**config.mk**
```make
export PLATFORM = sky130hd
export DESIGN_NAME = sram_access_arbiter
export DESIGN_NICKNAME = d
export VERILOG_FILES = /design/src/rtl/sram_access_pkg.sv /design/src/rtl/sram_arb_tag_fifo.sv /design/src/rtl/sram_access_arbiter.sv
export SDC_FILE = /design/constraint.sdc
export NUM_CORES = 1
export LEC_CHECK = 0
export CORE_AREA = 2 2 215 217
export DETAILED_ROUTE_END_ITERATION = 10
export DIE_AREA = 0 0 217 219
export DONT_BUFFER_PORTS = 1
export HOLD_SLACK_MARGIN = 0.05
export PLACE_DENSITY = 0.43
export SYNTH_ARGS = -nofsm -noshare
export SYNTH_HDL_FRONTEND = slang
export SYNTH_SLANG_ARGS = --single-unit
```
**constraint.sdc**
```tcl
create_clock -name clk -period 2.35 [get_ports clk]
set_input_delay 0.3525 -clock clk [delete_from_list [all_inputs] [get_ports clk]]
set_output_delay 0.3525 -clock clk [all_outputs]
set_load 0.05 [all_outputs]
```
**src/rtl/sram_access_pkg.sv**
```systemverilog
// Shared bundle definitions for the SRAM access port and the arbiter's outstanding-request tag.
package sram_access_pkg;

    localparam int ID_W   = 4;
    localparam int BE_W   = 8;
    localparam int ADDR_W = 32;
    localparam int DATA_W = 64;

    typedef struct packed {
        logic              valid;
        logic [ID_W-1:0]   id;
        logic              read_not_write;
        logic [BE_W-1:0]   byte_enable;
        logic [ADDR_W-1:0] address;
        logic [DATA_W-1:0] write_data;
    } t_sram_access_req;

    typedef struct packed {
        logic              ack;
        logic              valid;
        logic [ID_W-1:0]   id;
        logic [DATA_W-1:0] data;
    } t_sram_access_resp;

    typedef struct packed {
        logic            owner;
        logic [ID_W-1:0] id;
    } t_arb_tag;

    localparam t_sram_access_req REQ_RESET = '{
        valid:          1'b0,
        id:             '0,
        read_not_write: 1'b0,
        byte_enable:    8'hf,
        address:        '0,
        write_data:     '0
    };

endpackage

```
**src/rtl/sram_arb_tag_fifo.sv**
```systemverilog
// Tag FIFO of granted-but-unanswered requests; pointers carry one extra wrap bit so
// full and empty are distinguishable without a separate counter.
module sram_arb_tag_fifo
    import sram_access_pkg::*;
#(
    parameter int DEPTH = 4
) (
    input  logic     clk,
    input  logic     clk__enable,
    input  logic     reset_n,
    input  logic     push,
    input  t_arb_tag push_tag,
    input  logic     pop,
    output t_arb_tag head,
    output logic     full,
    output logic     empty
);

    localparam int AW = $clog2(DEPTH);
    localparam logic [AW:0] PTR_ONE = {{AW{1'b0}}, 1'b1};

    logic [AW:0] wr_ptr;
    logic [AW:0] rd_ptr;
    t_arb_tag    mem [DEPTH];

    always_ff @(posedge clk or negedge reset_n) begin
        if (!reset_n) begin
            wr_ptr <= '0;
            rd_ptr <= '0;
        end else if (clk__enable) begin
            if (push) wr_ptr <= wr_ptr + PTR_ONE;
            if (pop)  rd_ptr <= rd_ptr + PTR_ONE;
        end
    end

    always_ff @(posedge clk) begin
        if (clk__enable && push) mem[wr_ptr[AW-1:0]] <= push_tag;
    end

    assign head  = mem[rd_ptr[AW-1:0]];
    assign empty = (wr_ptr == rd_ptr);
    assign full  = (wr_ptr[AW] != rd_ptr[AW]) && (wr_ptr[AW-1:0] == rd_ptr[AW-1:0]);

endmodule

```
**src/rtl/sram_access_arbiter.sv**
```systemverilog
// Two-requester arbiter onto one registered SRAM access port with in-order response routing.
// Build option SRAM_ARB_FIXED_PRIORITY_EN: requester 0 always wins contention (default round-robin).
module sram_access_arbiter
    import sram_access_pkg::*;
#(
    parameter int OUTSTANDING_DEPTH = 4
) (
    input  logic              clk,
    input  logic              clk__enable,
    input  logic              reset_n,

    input  logic              req0_sram_access_req__valid,
    input  logic [ID_W-1:0]   req0_sram_access_req__id,
    input  logic              req0_sram_access_req__read_not_write,
    input  logic [BE_W-1:0]   req0_sram_access_req__byte_enable,
    input  logic [ADDR_W-1:0] req0_sram_access_req__address,
    input  logic [DATA_W-1:0] req0_sram_access_req__write_data,
    output logic              req0_sram_access_resp__ack,
    output logic              req0_sram_access_resp__valid,
    output logic [ID_W-1:0]   req0_sram_access_resp__id,
    output logic [DATA_W-1:0] req0_sram_access_resp__data,

    input  logic              req1_sram_access_req__valid,
    input  logic [ID_W-1:0]   req1_sram_access_req__id,
    input  logic              req1_sram_access_req__read_not_write,
    input  logic [BE_W-1:0]   req1_sram_access_req__byte_enable,
    input  logic [ADDR_W-1:0] req1_sram_access_req__address,
    input  logic [DATA_W-1:0] req1_sram_access_req__write_data,
    output logic              req1_sram_access_resp__ack,
    output logic              req1_sram_access_resp__valid,
    output logic [ID_W-1:0]   req1_sram_access_resp__id,
    output logic [DATA_W-1:0] req1_sram_access_resp__data,

    output logic              sram_access_req__valid,
    output logic [ID_W-1:0]   sram_access_req__id,
    output logic              sram_access_req__read_not_write,
    output logic [BE_W-1:0]   sram_access_req__byte_enable,
    output logic [ADDR_W-1:0] sram_access_req__address,
    output logic [DATA_W-1:0] sram_access_req__write_data,

    input  logic              sram_access_resp__ack,
    input  logic              sram_access_resp__valid,
    input  logic [ID_W-1:0]   sram_access_resp__id,
    input  logic [DATA_W-1:0] sram_access_resp__data,

    output logic              resp_orphan_err
);

    t_sram_access_req up_req [2];
    t_sram_access_req down_q;
    t_arb_tag         push_tag;
    t_arb_tag         head;

    logic        last_grant;
    logic        winner;
    logic        grant;
    logic        pop;
    logic        slot_free;
    logic        can_grant;
    logic        fifo_full;
    logic        fifo_empty;
    logic        orphan_q;
    logic [1:0]  resp_valid_q;
    logic [ID_W-1:0]   resp_id_q   [2];
    logic [DATA_W-1:0] resp_data_q [2];

    // Downstream ids encode only the owner; the upstream id travels in the tag FIFO.
    logic unused_resp_id;
    assign unused_resp_id = ^sram_access_resp__id;

    assign up_req[0] = {req0_sram_access_req__valid, req0_sram_access_req__id,
                        req0_sram_access_req__read_not_write, req0_sram_access_req__byte_enable,
                        req0_sram_access_req__address, req0_sram_access_req__write_data};
    assign up_req[1] = {req1_sram_access_req__valid, req1_sram_access_req__id,
                        req1_sram_access_req__read_not_write, req1_sram_access_req__byte_enable,
                        req1_sram_access_req__address, req1_sram_access_req__write_data};

    always_comb begin
        slot_free = !down_q.valid || sram_access_resp__ack;
        pop       = sram_access_resp__valid && !fifo_empty;
        // A same-cycle pop frees a FIFO entry, so a full FIFO does not block the grant.
        can_grant = reset_n && clk__enable && slot_free && (!fifo_full || pop);
        winner    = 1'b0;
`ifdef SRAM_ARB_FIXED_PRIORITY_EN
        winner = !up_req[0].valid;
`else
        if (up_req[0].valid && up_req[1].valid) winner = !last_grant;
        else                                    winner = up_req[1].valid;
`endif
        grant    = can_grant && (up_req[0].valid || up_req[1].valid);
        push_tag = {winner, up_req[winner].id};
    end

`ifdef SRAM_ARB_FIXED_PRIORITY_EN
    logic unused_last_grant;
    assign unused_last_grant = last_grant;
`endif

    assign req0_sram_access_resp__ack = grant && !winner;
    assign req1_sram_access_resp__ack = grant && winner;

    always_ff @(posedge clk or negedge reset_n) begin
        if (!reset_n) begin
            down_q         <= REQ_RESET;
            last_grant     <= 1'b1;
            resp_valid_q   <= 2'b00;
            resp_id_q[0]   <= '0;
            resp_id_q[1]   <= '0;
            resp_data_q[0] <= '0;
            resp_data_q[1] <= '0;
            orphan_q       <= 1'b0;
        end else if (clk__enable) begin
            if (grant) begin
                down_q       <= up_req[winner];
                down_q.valid <= 1'b1;
                down_q.id    <= {{(ID_W-1){1'b0}}, winner};
                last_grant   <= winner;
            end else if (sram_access_resp__ack) begin
                down_q.valid <= 1'b0;
            end

            resp_valid_q <= 2'b00;
            if (pop) begin
                resp_valid_q[head.owner] <= 1'b1;
                resp_id_q[head.owner]    <= head.id;
                resp_data_q[head.owner]  <= sram_access_resp__data;
            end
            if (sram_access_resp__valid && fifo_empty) orphan_q <= 1'b1;
        end
    end

    sram_arb_tag_fifo #(
        .DEPTH (OUTSTANDING_DEPTH)
    ) u_tag_fifo (
        .clk         (clk),
        .clk__enable (clk__enable),
        .reset_n     (reset_n),
        .push        (grant),
        .push_tag    (push_tag),
        .pop         (pop),
        .head        (head),
        .full        (fifo_full),
        .empty       (fifo_empty)
    );

    assign sram_access_req__valid          = down_q.valid;
    assign sram_access_req__id             = down_q.id;
    assign sram_access_req__read_not_write = down_q.read_not_write;
    assign sram_access_req__byte_enable    = down_q.byte_enable;
    assign sram_access_req__address        = down_q.address;
    assign sram_access_req__write_data     = down_q.write_data;

    assign req0_sram_access_resp__valid = resp_valid_q[0];
    assign req0_sram_access_resp__id    = resp_id_q[0];
    assign req0_sram_access_resp__data  = resp_data_q[0];
    assign req1_sram_access_resp__valid = resp_valid_q[1];
    assign req1_sram_access_resp__id    = resp_id_q[1];
    assign req1_sram_access_resp__data  = resp_data_q[1];

    assign resp_orphan_err = orphan_q;

endmodule
```
; ---- After elaboration in Yosys (flattened, before gate mapping)
; Memories as Yosys holds them, arrays and structs flattened.
; Index checks and enable logic that the tools add are counted.
[op_classes]
add_sub_neg = 2
magnitude_cmp = 5
n_eq_ne = 3
mux = 17
bitwise = 2
reduce_logical = 26
[op_table]
columns = cell, n
row1 = 109-bit 2-to-1 mux, 3
row2 = 128-bit bitwise mux, 1
row3 = 64-bit demux with 1-bit select, 1
row4 = 64-bit 2-to-1 mux, 1
row5 = 1-bit logical AND, 13
row6 = 8-bit bitwise mux, 1
row7 = 2-bit AND reduction, 4
row8 = "3-bit by 1-bit adder with 3-bit output, second input constant", 2
row9 = 1-bit 2-to-1 mux, 6
row10 = 1-bit logical NOT, 5
row11 = 4-bit demux with 1-bit select, 1
row12 = "2-bit >= comparator, second input constant", 2
row13 = 4-bit 2-to-1 mux, 1
row14 = 1-bit inverter with 2-bit output, 2
row15 = 3-bit == test, 1
row16 = 1-bit logical OR, 3
row17 = 2-bit == test, 1
row18 = "1-bit by 2-bit < comparator with 1-bit output, second input constant", 1
row19 = "2-bit by 1-bit < comparator with 1-bit output, second input constant", 1
row20 = 2-bit 2-to-1 mux, 1
row21 = 2-bit nonzero test, 1
row22 = 1-bit demux with 1-bit select, 1
row23 = "1-bit >= comparator, second input constant", 1
row24 = 1-bit inequality test, 1
[word_totals]
register_bits = 253
mem_bits_rw = 20
out_inout_bits = 251
n_memories = 1
[memory_table]
columns = name, words, width, rd, rd_ports_with_merged_regs, wr, line
row1 = u_tag_fifo.mem, 4, 5, 1, 0, 1, sram_arb_tag_fifo.sv:24  ; t_arb_tag mem [DEPTH];

; ---- Logic depth before layout (Yosys ltp)
; Gate-level depths: netlist of the first run.
[depth]
ltp_word = 9
depth_mapped = 8
ltp_nobuf = 4

; ---- Cells and area by module
; From an unflattened synthesis of the first run, not the netlist that was laid out.
[hier_totals]
cells_unflattened = 724
hier_area_um2 = 11588.6
[by_module_without_submodules]
columns = module, instances, cells_each, area_each_um2, seq_area_each_um2
row1 = sram_access_arbiter, 1, 666, 10505.1, 6187.2
row2 = sram_arb_tag_fifo, 1, 58, 1083.5, 750.7

; ---- Least setup slack after synthesis of the first run
; No wires, ideal clock.
[synth_path]
kind = flip-flop to output port
startpoint = register down_q, in the netlist sram_access_req__valid
endpoint = output req0_sram_access_resp__ack
arrival_ns = 2.057
required_ns = 1.997
path_slack_ns = -0.060
stages_incl_launch_ff = 7
path_buffers = 3
path_cell_list = dfrtp_1 > a21oi_1 > o31a_1 > buf_6 > buf_8 > buf_6 > nor2b_1
[synth_via]
elab_chain_len = 6
[synth_rtl]
columns = item, line
row1 = start: declaration, sram_access_arbiter.sv:50  ; t_sram_access_req down_q;
row2 = start signal: assignment, sram_access_arbiter.sv:114  ; down_q <= up_req[winner];
row3 = 1-bit logical NOT, sram_access_arbiter.sv:79  ; slot_free = !down_q.valid || sram_access_resp__ack;
row4 = 1-bit logical OR, sram_access_arbiter.sv:79
row5 = 1-bit logical AND (2 in series), sram_access_arbiter.sv:82  ; can_grant = reset_n && clk__enable && slot_free && (!fifo_full || pop);
row6 = 1-bit logical AND, sram_access_arbiter.sv:90  ; grant = can_grant && (up_req[0].valid || up_req[1].valid);
row7 = 1-bit logical AND, sram_access_arbiter.sv:99  ; assign req0_sram_access_resp__ack = grant && !winner;
row8 = end: declaration, sram_access_arbiter.sv:18  ; output logic req0_sram_access_resp__ack,
; Every way passes these cells.

; ---- Final worst setup path of the first run
[layout_path]
startpoint = register u_tag_fifo.wr_ptr[1]
endpoint = output req1_sram_access_resp__ack
[layout_via]
elab_chain_len = 7
elab_cells_between_ends = 10
[layout_rtl]
columns = item, line
row1 = start: declaration, sram_arb_tag_fifo.sv:22  ; logic [AW:0] wr_ptr;
row2 = start signal: assignment, sram_arb_tag_fifo.sv:31  ; if (push) wr_ptr <= wr_ptr + PTR_ONE;
row3 = 3-bit == test or 2-bit == test (tied branches), "sram_arb_tag_fifo.sv:41, sram_arb_tag_fifo.sv:42"
row4 = 1-bit logical NOT or 1-bit logical AND (tied branches), "sram_access_arbiter.sv:80, sram_arb_tag_fifo.sv:42"
row5 = 1-bit logical AND or 1-bit logical NOT (tied branches), "sram_access_arbiter.sv:80, sram_access_arbiter.sv:82"
row6 = 1-bit logical OR (*), sram_access_arbiter.sv:82
row7 = 1-bit logical AND (*), sram_access_arbiter.sv:82
row8 = 1-bit logical AND (*), sram_access_arbiter.sv:90
row9 = 1-bit logical AND (*), sram_access_arbiter.sv:100  ; assign req1_sram_access_resp__ack = grant && winner;
row10 = end: declaration, sram_access_arbiter.sv:29  ; output logic req1_sram_access_resp__ack,
; Every way passes the cells marked *; elsewhere a longest branch is shown, timed or not.

==> results of run 1 <==
## per-layer routing
layer	GRT usage [%]	wire length, um	part of all wire [%]	vias up
li1	-	-	-	3082
met4	4.749	1048	3.1	0
met2	23.96	17700	53	356
met1	14.36	12080	36	3516
met5	0	0	0	-
met3	3.701	2842	8.4	54
## cells in the final DEF (no fill, tap or decap), drive strengths merged, types with 2 or more instances in the layout
cell type	n
edfxtp	20
clkinvlp	6
mux4	5
xor2	2
buf	29
xnor2	5
and2	4
mux2	354
dfstp	5
nand2	5
ha	5
bufinv	6
conb	3
inv	7
a21o	2
clkbuf	37
clkinv	7
dfrtp	248
dlygate4sd3	235
nor2b	2
## registers in the layout (all words and copies together) (netlist names)
register	count
sram_access_req__byte_enable	8
sram_access_req__id	1
req0_sram_access_resp__id	4
sram_access_req__address	32
resp_orphan_err	1
sram_access_req__valid	1
req1_sram_access_resp__id	4
u_tag_fifo.rd_ptr	3
sram_access_req__write_data	64
req0_sram_access_resp__data	64
u_tag_fifo.mem	20
u_tag_fifo.wr_ptr	3
resp_valid_q	2
sram_access_req__read_not_write	1
req1_sram_access_resp__data	64
last_grant	1
## cell families (layout without fill, tap and decap cells)
logic type,count (synthesis),after routing,share of synthesized area (%)
adders and majority gates,5,5,0.5268
and+or+nand+nor,12,12,0.5372
buffers and inverters,50,328,3.024
DFF,273,273,58.42
AOI/OAI and AO/OA,10,10,0.6637
other,1,3,0.03158
xor gates and xnor gates,7,7,0.6427
muxes,359,359,36.16
## through the flow
step	util (%)	setup TNS, ps
6_report	35.97	0
5_1_grt	35.97	-69.00
2_1_floorplan	-	0
3_3_place_gp	27.89	0
3_5_place_dp	27.89	0
4_1_cts	35.77	-26.08
## layout make-up
cell class / count / share of cell area [%]
flip-flops and latches: 273 / 42.79
well taps: 600 / 4.629
repair buffers: 267 / 17.17
clock inverters: 21 / 1.751
multi-input cells: 396 / 28.54
clock buffers: 35 / 4.999
inverters: 5 / 0.1157
## power by group through the flow
| stage | clock [mW] | sequential [mW] | combinational (mW) |
|---|---|---|---|
| 2_1_floorplan | 0 | 15.9 | 3.74 |
| 3_3_place_gp | 0 | 16.8 | 4.20 |
| 3_5_place_dp | 0 | 16.7 | 4.35 |
| 4_1_cts | 5.33 | 16.7 | 4.92 |
| 5_1_grt | 5.52 | 16.9 | 5.33 |
| 6_report | 5.15 | 16.6 | 4.94 |
## repair_timing
item / in CTS / in global routing
endpoints found under the setup margin: 2 / 34
cloned: 1 / 4
pin swaps: 4 / 3
buffers inserted: 6 / 2
endpoints found under the hold margin: 479 / 253
resized for setup: 6 / 4
## synthesized netlist by cell type, types with 2 or more instances
library cell / number
dfstp_2: 5
edfxtp_1: 20
buf_8: 6
ha_1: 5
nand2_1: 4
xnor2_1: 3
buf_4: 10
buf_2: 17
a21o_1: 2
nor2b_1: 2
mux2_2: 301
inv_1: 5
xor2_1: 2
clkbuf_1: 6
xnor2_2: 2
dfrtp_1: 248
and2_1: 4
buf_6: 6
mux2_4: 52
mux4_2: 5
## path summary, 6_finish.rpt
kind,to,startpoint,slack [ps],cells past startpoint
min in group clk,sram_access_req__write_data[11],req0_sram_access_req__write_data[11],70,2
min reg2reg,u_tag_fifo.wr_ptr[2],u_tag_fifo.wr_ptr[2],480,1
max in group asynchronous,u_tag_fifo.rd_ptr[0],reset_n,1900,0
min,req0_sram_access_resp__data[58],reset_n,-530,0
max reg2reg,sram_access_req__write_data[49],last_grant,140,6
max,req1_sram_access_resp__ack,u_tag_fifo.wr_ptr[1],20,5
## critical path, cell delays in order, from the launching register on
cell	delay [ps]
dfrtp_2	420
xnor2_2	170
nand2_1	110
o31a_4	380
and2_4	180
buf_12	140
==> flow_metrics.py, run 1 <==
metrics = {
    "synthesis": {
        "yosys.area.top_type": "dfrtp_1",
        "synth_cell_types": 32,
        "synthCells": 717,
        "synth_edf_count": 20,
        "netlist_area_sq_um": 11880,
        "synth-seq-cells": 273,
        "yosys-top-cells-area": "dfrtp_1, mux2_2, mux2_4, edfxtp_1, dfstp_2",
        "async_reset_ff_share_pct": 92.67,
        "synth_flop_cell": "dfrtp_1",
        "ys_warn_count": 0,
        "ys_seq_area_share_pct": 58.42,
        "synth_top_cell_area_share_pct": 52.25,
        "synth_area_per_cell_sq_um": 16.56,
    },
    "sta": {
        "drv_slew": 0,
        "fin_ws_ps": 19.79,
        "fmax_ghz": 0.4291,
        "hold_viol_final": 248,
        "slew_headroom_pct": 26.95,
        "hold_ws_ps": -530.0,
        "rsz0062_at_grt": "yes",
        "worst_pin_slew_ps": 1096,
        "min_period_ps": 2330,
        "period_share_pct": 99.16,
        "setup_viol": 0,
        "skew_ps": 23.86,
    },
    "clocking": {
        "clkTransAtPathRegs_ps": 60,
        "cts_sinks": 273,
        "cts_hold_buf": 235,
        "root_buffer": "clkbuf_16",
        "cts_inserted_buffers": 31,
        "clk_latency_ps": 580,
        "h-tree-depth": 1,
        "cts_tree": "built",
        "clockBufferDepth": 3,
    },
    "pwr": {
        "internal_power_mw": 13.33,
        "pwr-share-comb_pct": 18.5,
        "switchingPower_mw": 13.34,
        "p_sw_share_pct": 50.02,
        "seqPwrFrac_pct": 62.2,
        "power_mw": 26.67,
        "vdd_drop_max_mv": 0.7653,
        "leakagePower_nw": 6.659,
        "p_per_area_nw_per_um2": 1645,
        "pwr-share-clk_pct": 19.3,
    },
    "global_route": {
        "grt_pass1_vias": 7686,
        "overflow": 0,
        "antenna_found_initial": 0,
        "grt_usage_pct": 13.08,
        "grt_start_max_net_pins": 255,
        "grt_first_pass_wirelength_mm": 47.77,
    },
    "status": {
        "status": "complete, but fails checks",
        "violations": "negative hold slack",
    },
    "drt": {
        "drc_errors": 0,
        "routedWlPerCell_um": 21.09,
        "final_antenna_net_count": 0,
        "num_vias": 7008,
        "drt_iter0_markers": 259,
        "viasPerCell": 4.388,
        "wirelength_mm": 33.67,
        "drt_pre_antenna_iters": 4,
    },
    "floorplanning": {
        "fp.dieW_um": 217,
        "coreArea_sq_um": 45090,
        "dieHeight_um": 219,
        "ios": 544,
        "start_util_pct": 26.34,
        "rows": 78,
        "dieArea_sq_um": 47520,
    },
    "hold_path": {
        "min_path_type": "input pin to async pin",
    },
    "critical_path": {
        "path_max_fanout": 3,
        "endpoint_kind": "primary output",
        "worstSetupPathType": "flip-flop to primary output",
        "cp.arrival_ps": 1980,
        "required_ps": 2000,
        "startpoint_type": "flip-flop",
    },
    "placed_design": {
        "gp_congestion": 0.7636,
        "hpwl_mm": 21.37,
        "io_buffer_count": 0,
        "dp_cells": 1293,
        "dpl_cell_area_sq_um": 12580,
        "place_ws_ps": 244.1,
    },
    "cells_and_area": {
        "register_area_sq_um": 6940,
        "num-fill-cells": 4239,
        "nets": 1272,
        "final_area_sq_um": 16220,
        "drive_gt1_share_pct": 46.14,
        "num_antenna_cells": 0,
        "areaGrowthSynthToFinish_pct": 36.57,
        "multi_input_area_sq_um": 4629,
        "stdcell_count": 1597,
    },
    "flow_run": {
        "max-cap-violations": 0,
    },
}
No activity file was read; power rests on OpenSTA's default activity.
==> run 2, diff against run 1 <==
--- a/config.mk
+++ b/config.mk
@@ -6,6 +6,8 @@
 export NUM_CORES = 1
 export LEC_CHECK = 0
 export CORE_AREA = 2 2 215 217
+export CTS_CLUSTER_DIAMETER = 40
+export CTS_CLUSTER_SIZE = 14
 export DETAILED_ROUTE_END_ITERATION = 10
 export DIE_AREA = 0 0 217 219
 export DONT_BUFFER_PORTS = 1
==> run 2 against run 1 <==
Combinational power shrank 3%; sequential share of layout area grew 0.15 points; clock skew shrank 6.9 ps; cell count shrank 1.4%; the run still ends with negative hold slack left.
==> flow_metrics.py, run 2 (synthesis gave the netlist of run 1 again) <==
metrics = {
    "drt": {
        "wirelength_mm": 32.68,
        "drt_pre_antenna_iters": 4,
        "drt_iter0_markers": 235,
        "num_vias": 6872,
        "drc_errors": 0,
        "routedWlPerCell_um": 20.75,
        "final_antenna_net_count": 0,
        "viasPerCell": 4.363,
    },
    "clocking": {
        "clkTransAtPathRegs_ps": 50,
        "cts_tree": "built",
        "cts_sinks": 273,
        "clockBufferDepth": 3,
        "cts_hold_buf": 180,
        "h-tree-depth": 2,
        "root_buffer": "clkbuf_16",
        "cts_inserted_buffers": 49,
        "clk_latency_ps": 550,
    },
    "placed_design": {
        "io_buffer_count": 0,
        "dpl_cell_area_sq_um": 12580,
        "hpwl_mm": 21.37,
        "dp_cells": 1293,
        "place_ws_ps": 244.1,
        "gp_congestion": 0.7636,
    },
    "sta": {
        "drv_slew": 0,
        "hold_ws_ps": -503.1,
        "fmax_ghz": 0.4339,
        "rsz0062_at_grt": "yes",
        "worst_pin_slew_ps": 1028,
        "fin_ws_ps": 45.58,
        "period_share_pct": 98.06,
        "skew_ps": 16.95,
        "setup_viol": 0,
        "hold_viol_final": 248,
        "slew_headroom_pct": 31.47,
        "min_period_ps": 2304,
    },
    "critical_path": {
        "worstSetupPathType": "flip-flop to primary output",
        "startpoint_type": "flip-flop",
        "path_max_fanout": 3,
        "required_ps": 2000,
        "r2r_cells": 5,
        "cp.arrival_ps": 1950,
        "endpoint_kind": "primary output",
    },
    "cells_and_area": {
        "areaGrowthSynthToFinish_pct": 36.10,
        "mostFrequentLayoutCells": "mux2_2, dfrtp_1, dlygate4sd3_1",
        "register_area_sq_um": 6940,
        "drive_gt1_share_pct": 49.85,
        "num-fill-cells": 4241,
        "stdcell_count": 1575,
        "final_area_sq_um": 16160,
        "final_common_cell": "mux2_2",
        "num_antenna_cells": 0,
        "multi_input_area_sq_um": 4629,
        "fin_util_pct": 35.85,
        "nets": 1232,
    },
    "floorplanning": {
        "rows": 78,
        "ios": 544,
        "coreArea_sq_um": 45090,
        "start_util_pct": 26.34,
        "dieHeight_um": 219,
        "fp.dieW_um": 217,
        "dieArea_sq_um": 47520,
    },
    "global_route": {
        "antenna_found_initial": 0,
        "grt_usage_pct": 13.12,
        "grt_pass1_vias": 7539,
        "overflow": 0,
        "grt_start_max_net_pins": 255,
        "grt_first_pass_wirelength_mm": 47.14,
    },
    "pwr": {
        "p_per_area_nw_per_um2": 1754,
        "vdd_drop_max_mv": 0.7907,
        "leakagePower_nw": 6.677,
    },
    "hold_path": {
        "min_path_type": "input pin to async pin",
    },
    "status": {
        "status": "complete, but fails checks",
        "violations": "negative hold slack",
    },
    "flow_run": {
        "max-cap-violations": 0,
    },
}
-- run 2: changes by cell type in the layout (fill, tap and decap cells not counted), sizes merged --
cell / change
clkinvlp: -1
inv: +5
clkinv: +6
buf: -2
bufinv: -3
dlygate4sd3: -55
clkbuf: +28
-- run 2: per-layer routing --
metal  vias up  global-route usage, %  wire length [um]
met2       367                  23.28             16860
met3        58                  4.241              2832
met4         0                  5.388               917
met5         -                      0                 0
li1       3030                      -                 -
met1      3417                  14.44             12070
-- run 2: final timing paths --
kind / from / to / slack (ps)
setup / recovery: u_tag_fifo.rd_ptr[0] / req1_sram_access_resp__ack / 50
hold / removal: reset_n / req1_sram_access_resp__data[6] / -500
setup reg to reg: u_tag_fifo.rd_ptr[0] / req0_sram_access_resp__data[41] / 240
hold reg to reg: u_tag_fifo.wr_ptr[2] / u_tag_fifo.wr_ptr[2] / 480
max in group asynchronous: reset_n / u_tag_fifo.wr_ptr[1] / 1930
min in group clk: req0_sram_access_req__write_data[11] / sram_access_req__write_data[11] / 90
-- run 2: area by class of cell --
cell class                 instances  area share (%)
tap                              600           4.644
inverter                           5          0.1161
multi-input combinational        396           28.64
clock buffer                      64           8.445
sequential                       273           42.94
timing repair buffer             209           13.40
clock inverter                    28           1.819
-- run 2: where the power goes --
part,switching (mW),internal [mW],total [mW]
Combinational,1.61,3.19,4.80
Clock,2.49,4.48,6.96
Sequential,9.67,6.92,16.6
-- run 2: stage by stage --
step	setup TNS, ps	total power [mW]
6_report	0	28.35
5_1_grt	-61.90	29.51
4_1_cts	0	28.73
3_5_place_dp	0	21.10
3_3_place_gp	0	21.04
2_1_floorplan	0	19.60
-- run 2: worst max-delay path, stage by stage (launching register included) --
cell	delay [ps]
dfrtp_2	430
xnor2_2	180
nand2_1	100
o31a_4	380
and2_4	180
buf_12	140
-- run 2: timing repair --
action / CTS / global route
endpoints found under the hold margin: 448 / 253
setup endpoints to repair: 2 / 18
pin swaps: 4 / 3
setup buffers: 6 / 2
resized for setup: 6 / 1
cloned: 1 / 1
